**config.mk**
```make
export PLATFORM = sky130hd
export DESIGN_NAME = uart_receiver
export DESIGN_NICKNAME = d
export VERILOG_FILES = /design/src/rtl/uart_receiver.sv
export SDC_FILE = /design/constraint.sdc
export NUM_CORES = 1
export LEC_CHECK = 0
export BUFFER_PORTS_ARGS = -buffer_cell sky130_fd_sc_hd__buf_2
export CORE_AREA = 4 4 89 66
export CTS_CLUSTER_DIAMETER = 200
export CTS_CLUSTER_SIZE = 20
export DETAILED_ROUTE_END_ITERATION = 16
export DIE_AREA = 0 0 93 70
export SLEW_MARGIN = 15
export SYNTH_ARGS = -nofsm -noshare
export SYNTH_HDL_FRONTEND = slang
export SYNTH_SLANG_ARGS = --single-unit
```
**constraint.sdc**
```tcl
create_clock -name i_clk -period 2.63 [get_ports i_clk]
set_clock_uncertainty 0.05 [all_clocks]
set_input_delay 0.1315 -clock i_clk [delete_from_list [all_inputs] [get_ports i_clk]]
set_output_delay 0.1315 -clock i_clk [all_outputs]
set_load 0.01 [all_outputs]
```
**src/rtl/uart_receiver.sv**
```systemverilog
// -----------------------------------------------------------------------------
// UartReceiver (module uart_receiver)
//
// Purpose:
//   8N1 UART receiver, LSB first, idle-high line. The serial input is brought
//   into the clock domain through a two-flop synchronizer, then a five-state
//   FSM finds the start bit, samples each data bit mid-bit and checks the stop
//   bit. Completed bytes are presented on a valid/ack holding register.
//   Framing and overrun errors are sticky until cleared.
//
// Parameters:
//   CLK_FREQ_HZ      system clock frequency in Hz
//   BAUD_RATE        serial bit rate
//
// Ports:
//   i_clk            system clock, all state changes on the rising edge
//   i_reset          asynchronous, active-high reset
//   i_uart_rx        asynchronous serial line (idle high)
//   o_rx_data        last accepted byte, held until replaced
//   o_rx_valid       high while o_rx_data holds an unacknowledged byte
//   i_rx_ack         one-cycle read acknowledge, clears o_rx_valid
//   i_clear_errors   one-cycle pulse, clears both sticky error flags
//   o_framing_error  sticky: a stop bit was sampled low
//   o_overrun_error  sticky: a byte completed while the previous one was unread
//   o_busy           high whenever the receiver is not idle
// -----------------------------------------------------------------------------
module uart_receiver #(
  parameter int CLK_FREQ_HZ = 20_000_000,
  parameter int BAUD_RATE   = 115_200
) (
  input  logic       i_clk,
  input  logic       i_reset,
  input  logic       i_uart_rx,
  output logic [7:0] o_rx_data,
  output logic       o_rx_valid,
  input  logic       i_rx_ack,
  input  logic       i_clear_errors,
  output logic       o_framing_error,
  output logic       o_overrun_error,
  output logic       o_busy
);

  localparam int DATA_WIDTH   = 8;
  localparam int CLKS_PER_BIT = CLK_FREQ_HZ / BAUD_RATE;
  localparam int HALF_BIT     = CLKS_PER_BIT / 2;

  // The bit-period counter only ever has to hold CLKS_PER_BIT-1.
  localparam int CNT_W = $clog2(CLKS_PER_BIT);
  localparam int BIT_W = $clog2(DATA_WIDTH);

  localparam logic [CNT_W-1:0] BIT_LAST      = CNT_W'(CLKS_PER_BIT - 1);
  localparam logic [CNT_W-1:0] HALF_LAST     = CNT_W'(HALF_BIT - 1);
  localparam logic [BIT_W-1:0] LAST_DATA_BIT = BIT_W'(DATA_WIDTH - 1);

  // Fewer than four clocks per bit leaves no usable mid-bit sample point.
  generate
    if (CLKS_PER_BIT < 4) begin : g_badBaudRatio
      $error("uart_receiver: CLK_FREQ_HZ/BAUD_RATE must be at least 4");
    end
  endgenerate

  typedef enum logic [2:0] {
    IDLE,
    START,
    DATA,
    STOP,
    WAIT_HIGH
  } rxState_t;

  logic                  r_syncMeta;
  logic                  r_rxSync;

  rxState_t              r_state;
  rxState_t              w_stateNext;
  logic [CNT_W-1:0]      r_clkCount;
  logic [CNT_W-1:0]      w_clkCountNext;
  logic [BIT_W-1:0]      r_bitCount;
  logic [BIT_W-1:0]      w_bitCountNext;
  logic [DATA_WIDTH-1:0] r_shift;
  logic [DATA_WIDTH-1:0] w_shiftNext;

  logic                  w_commit;
  logic                  w_frameErr;

  logic [DATA_WIDTH-1:0] r_rxData;
  logic                  r_rxValid;
  logic                  r_framingError;
  logic                  r_overrunError;

  // Two-flop synchronizer. Both flops reset high so that reset itself never
  // looks like a falling edge on the idle line.
  always_ff @(posedge i_clk or posedge i_reset) begin
    if (i_reset) begin
      r_syncMeta <= 1'b1;
      r_rxSync   <= 1'b1;
    end else begin
      r_syncMeta <= i_uart_rx;
      r_rxSync   <= r_syncMeta;
    end
  end

  // FSM state and datapath registers. Everything here is computed by the
  // next-state block below and simply registered.
  always_ff @(posedge i_clk or posedge i_reset) begin
    if (i_reset) begin
      r_state    <= IDLE;
      r_clkCount <= '0;
      r_bitCount <= '0;
      r_shift    <= '0;
    end else begin
      r_state    <= w_stateNext;
      r_clkCount <= w_clkCountNext;
      r_bitCount <= w_bitCountNext;
      r_shift    <= w_shiftNext;
    end
  end

  // Next-state logic. The start bit is re-checked half a bit after the
  // falling edge, so every later sample is one full bit period apart and
  // lands mid-bit. A low stop bit means a break or a bad frame; the receiver
  // then parks in WAIT_HIGH so the still-low line is not mistaken for a start.
  always_comb begin
    w_stateNext    = r_state;
    w_clkCountNext = r_clkCount;
    w_bitCountNext = r_bitCount;
    w_shiftNext    = r_shift;
    w_commit       = 1'b0;
    w_frameErr     = 1'b0;

    case (r_state)
      IDLE: begin
        if (!r_rxSync) begin
          w_stateNext    = START;
          w_clkCountNext = '0;
          w_bitCountNext = '0;
        end
      end

      START: begin
        if (r_clkCount == HALF_LAST) begin
          w_clkCountNext = '0;
          if (!r_rxSync) begin
            w_stateNext = DATA;
          end else begin
            w_stateNext = IDLE;
          end
        end else begin
          w_clkCountNext = r_clkCount + 1'b1;
        end
      end

      DATA: begin
        if (r_clkCount == BIT_LAST) begin
          w_clkCountNext = '0;
          w_shiftNext    = {r_rxSync, r_shift[DATA_WIDTH-1:1]};
          w_bitCountNext = r_bitCount + 1'b1;
          if (r_bitCount == LAST_DATA_BIT) begin
            w_stateNext = STOP;
          end
        end else begin
          w_clkCountNext = r_clkCount + 1'b1;
        end
      end

      STOP: begin
        if (r_clkCount == BIT_LAST) begin
          w_clkCountNext = '0;
          if (r_rxSync) begin
            w_commit    = 1'b1;
            w_stateNext = IDLE;
          end else begin
            w_frameErr  = 1'b1;
            w_stateNext = WAIT_HIGH;
          end
        end else begin
          w_clkCountNext = r_clkCount + 1'b1;
        end
      end

      WAIT_HIGH: begin
        if (r_rxSync) begin
          w_stateNext = IDLE;
        end
      end

      default: begin
        w_stateNext    = IDLE;
        w_clkCountNext = '0;
        w_bitCountNext = '0;
      end
    endcase
  end

  // Holding register. A new byte replaces the old one only if the old one
  // has been read or is being read in this very cycle; otherwise the new
  // byte is dropped and the overrun flag records the loss.
  always_ff @(posedge i_clk or posedge i_reset) begin
    if (i_reset) begin
      r_rxData  <= '0;
      r_rxValid <= 1'b0;
    end else if (w_commit) begin
      if (!r_rxValid || i_rx_ack) begin
        r_rxData  <= r_shift;
        r_rxValid <= 1'b1;
      end
    end else if (i_rx_ack) begin
      r_rxValid <= 1'b0;
    end
  end

  // Sticky error flags. A new error in the same cycle as a clear request
  // takes priority, so no event is ever silently lost.
  always_ff @(posedge i_clk or posedge i_reset) begin
    if (i_reset) begin
      r_framingError <= 1'b0;
      r_overrunError <= 1'b0;
    end else begin
      r_framingError <= (r_framingError & ~i_clear_errors) | w_frameErr;
      r_overrunError <= (r_overrunError & ~i_clear_errors)
                        | (w_commit & r_rxValid & ~i_rx_ack);
    end
  end

  assign o_rx_data       = r_rxData;
  assign o_rx_valid      = r_rxValid;
  assign o_framing_error = r_framingError;
  assign o_overrun_error = r_overrunError;
  assign o_busy          = (r_state != IDLE);

endmodule

```
# ---- After elaboration in Yosys (flattened, before gate mapping)
# Cells that the tools add are included.
dict set report word_totals {
  output_inout_bits 12
  register_bits 35
}
dict set report op_classes {
  eq_ne 14
  bitwise_logic 10
  reduce_logical 13
  n_mux 25
  add_sub_neg 2
}
# cell n
set op_table {}
lappend op_table {{8-bit case mux with 4 select lines} 1}
lappend op_table {{3-bit two-way mux} 9}
lappend op_table {{8-bit two-way mux} 3}
lappend op_table {{3-bit case mux with 5 select lines} 1}
lappend op_table {{2-bit != test, second input constant} 6}
lappend op_table {{1-bit two-way mux} 9}
lappend op_table {{3-bit case mux with 3 select lines} 1}
lappend op_table {{8-bit by 1-bit adder with 8-bit output, second input constant} 1}
lappend op_table {{8-bit by 7-bit equality test with 1-bit output, second input constant} 1}
lappend op_table {{8-bit equality test, second input constant} 1}
lappend op_table {{2-bit AND reduction} 4}
lappend op_table {{3-bit by 2-bit equality test with 1-bit output, second input constant} 2}
lappend op_table {{3-bit equality test, second input constant} 2}
lappend op_table {{6-bit AND reduction} 1}
lappend op_table {{1-bit AND} 4}
lappend op_table {{1-bit NOT} 4}
lappend op_table {{3-bit by 1-bit adder with 3-bit output, second input constant} 1}
lappend op_table {{3-bit by 1-bit equality test with 1-bit output, second input constant} 1}
lappend op_table {{3-bit zero test} 1}
lappend op_table {{3-bit AND reduction} 1}
lappend op_table {{3-bit nonzero test} 1}
lappend op_table {{3-bit OR reduction} 1}
lappend op_table {{2-bit two-way mux} 1}
lappend op_table {{2-bit by 1-bit != test with 1-bit output, second input constant} 1}
lappend op_table {{5 further kinds} 6}

# ---- Logic depth before layout (Yosys ltp)
dict set report logic_depth {
  word_depth 6
  depth_mapped 7
  mapped_depth_nobuf 6
}

# ---- Worst setup path before layout
# OpenSTA, ideal clock, no wires.
dict set report synth_timing {
  kind {register -> register}
  from {reg r_clkCount[0]}
  to {reg r_rxData[0], in the netlist o_rx_data[0]}
  path_stages_with_launch 8
  slack_ns 0.891
  arrival_ns 1.564
  t_required_ns 2.455
  path_buffers 1
  path_cell_list {dfrtp_1 > inv_1 > ha_1 > and3_1 > nand4_2 > nor2b_2 > buf_6 > mux2_4}
}
dict set report synth_via {
  elab_chain_len 4
}
# element line_no
set synth_rtl {}
lappend synth_rtl {{from (decl)} 75} ;# logic [CNT_W-1:0] r_clkCount;
lappend synth_rtl {{from (signal assigned)} 112} ;# r_clkCount <= w_clkCountNext;
lappend synth_rtl {{8-bit equality test} 166} ;# if (r_clkCount == BIT_LAST) begin
lappend synth_rtl {{1-bit two-way mux} 166}
lappend synth_rtl {{1-bit two-way mux} 130} ;# case (r_state)
lappend synth_rtl {{2-bit AND reduction (no source line)} -}
lappend synth_rtl {{to (signal assigned)} 203} ;# r_rxData <= r_shift;
lappend synth_rtl {{to (decl)} 85} ;# logic [DATA_WIDTH-1:0] r_rxData;
# No other way between the ends.
# A chain may end at the register's enable or synchronous reset.

# ---- Final worst setup path
dict set report layout_timing {
  from {reg r_clkCount[0]}
  to {reg r_rxData[3], in the netlist o_rx_data[3]}
}
# The elaborated chain is that of the path after synthesis.

==> metrics.txt <==
run status=complete, no violations; total gr overflow=0; Top FF cell, synth=dfrtp_1; Tmin final=2.13 ns; DRC viols=0; CTS buffer count=5; Clock Latency Late Sink=0.28 ns; Via density=4.61; Setup CP Type=flip-flop to flip-flop; combinational power share=0.019; routed wire length=3070 um; Peak supply drop=0.000218 V; critical path arrival=2.25 ns; Die X=93 um; met2 WL=1290 um; Fin Hold WS=0.0913 ns; hpwl dp=2110 um; post-route insts no fill=243; area of the mapped netlist=0.00170 mm^2; Mapped Cells=148; Worst-path clk slew=0.08 ns; switching power=212 uW; Tcrit/Tclk final=0.808; Pre-antenna DRT Iters=4; achievable clock frequency=470 MHz; gpl congestion=0.739; Syn Nets=158; Required @ worst endpoint=2.75 ns; most frequent cells in the layout=dfrtp_1 (33), nand2_1 (19), buf_2 (16); Layout Nets=180; # clock sinks=35; final setup fails=0; vias in the first global route=1081; Final ANT Viol Nets=0; Die Area=0.00651 mm^2; layout cells sized above 1=0.298; Core Box Area=0.00506 mm^2; Post-Route M1 WL=1660 um; critical path capture point type=flip-flop; Crit Path Max Fanout=8; worst min-delay path class=input port to flip-flop; Starting Density=0.335; LEAKAGE=0.964 nW; #FFs+latches synth=35; Area Overhead vs Synth=16.9%; placed cell count=232; dpl cell area=0.00184 mm^2; Tot Pwr=1.04 mW; Post-synth ARST share=1.00; total track usage=0.0983; initial drt markers=96; TritonCTS clock tree=built; Highest Signal Layer=met4; Final Slew Violations=0; htree depth=2; Cell Int Power=830 uW; pwr dens=524 mW/mm^2; worst relative slew slack=0.612; r2r worst-path depth=6; Setup TNS Final=0 ns; Synth warnings=0; pin count of the biggest net entering global routing=36; chip height=70 um; CP Launch Type=flip-flop; clk root buf=clkbuf_8; register share of total power=0.521; IO Port Bufs=16; diode count=0; total number of vias=1121; met3 wire len=99 um; max-cap viol count=0; I/O Pins=17; count of final hold-check violations=0; number of synthesized flops with an enable pin=0; post-synthesis cell type count=41; switch share=0.203; post-synthesis sequential area ratio=0.517; Avg Inst Size Synth=11.5 um^2; worst-margin pin slew=0.579 ns; clk buf depth=2; clock network power share=0.460; Rows=22; hold depth=3; first-pass GRT wire length=5210 um; initial antenna violation count=0; most common cell after layout, fill and taps aside=dfrtp_1; average wire per standard cell=12.6 um; RSZ-0062 raised after global routing=false; post-route cell area=0.00199 mm^2
## timing repair
item	in CTS	in global routing
setup buffers	0	0
endpoints found under the hold margin	36	0
gates resized for setup	0	0
hold buffers	3	0
## cell families after synthesis
family / synth area share
adders and majority gates: 0.0368
buffers and inverters: 0.0412
AOI/OAI and AO/OA: 0.110
DFF: 0.517
muxes: 0.130
and+or+nand+nor: 0.159
xor gates and xnor gates: 0.00516
## path summary, 6_finish.rpt
kind                                           start                        to  slack, ns
setup / recovery           r_clkCount[0]$_DFFE_PP0P_  o_rx_data[3]$_DFFE_PP0P_       0.50
hold / removal                              i_rx_ack    o_rx_valid$_DFFE_PP0P_       0.09
setup reg to reg           r_clkCount[0]$_DFFE_PP0P_  o_rx_data[3]$_DFFE_PP0P_       0.50
hold reg to reg                 r_syncMeta$_DFF_PP1_        r_rxSync$_DFF_PP1_       0.31
max in group asynchronous                    i_reset        r_rxSync$_DFF_PP1_       1.72
min in group asynchronous                    i_reset  o_rx_data[3]$_DFFE_PP0P_       0.46
## registers in the layout, indices dropped and copies added, names as in the netlist
name	flops
o_framing_error	1
o_overrun_error	1
o_rx_data	8
o_rx_valid	1
r_bitCount	3
r_clkCount	8
r_rxSync	1
r_shift	8
r_state	3
r_syncMeta	1
## worst max-delay path, cell delays in order, from the launching register on
cell     delay (ns)
dfrtp_1        0.44
inv_1          0.08
ha_1           0.17
and3_1         0.27
nand4_2        0.16
nor2b_2        0.50
mux2_4         0.35
## synth_stat cells (all sizes together) (4+ instances only)
master / n / area share
o22ai: 5 / 0.018
mux2: 17 / 0.13
dfrtp: 33 / 0.49
nand2: 19 / 0.042
inv: 8 / 0.018
o21ai: 6 / 0.018
ha: 5 / 0.037
nor2: 8 / 0.018
nand3: 4 / 0.012
nand2b: 4 / 0.015
a21oi: 4 / 0.014
buf: 5 / 0.021
## power by group through the flow
stage,registers [mW],clock network [mW],logic (mW)
5_1_grt,0.543,0.521,0.0234
2_1_floorplan,0.552,0,0.00971
3_5_place_dp,0.553,0,0.0175
3_3_place_gp,0.553,0,0.0172
4_1_cts,0.543,0.494,0.0210
6_report,0.543,0.479,0.0198
## final cells by class
class	count	area, um^2
Clock buffer	5	68.8
Clock inverter	3	43.8
Fill cell	508	3080
Inverter	8	30.0
Multi-Input combinational cell	99	751
Sequential cell	35	878
Tap cell	72	90.1
Timing Repair Buffer	21	125
## routing by layer
metal / track usage / vias up
met1: 0.146 / 545
met4: 0.0293 / 0
met5: 0 / -
met2: 0.138 / 13
met3: 0.0269 / 2
li1: - / 561
## through the flow
stage          utilization  setup WS (ns)
6_report             0.392          0.504
5_1_grt              0.392          0.365
4_1_cts              0.392          0.503
3_5_place_dp         0.364          0.519
3_3_place_gp         0.364          0.580
2_1_floorplan            -          0.891
Note: power is estimated with default switching activity, not from simulation.
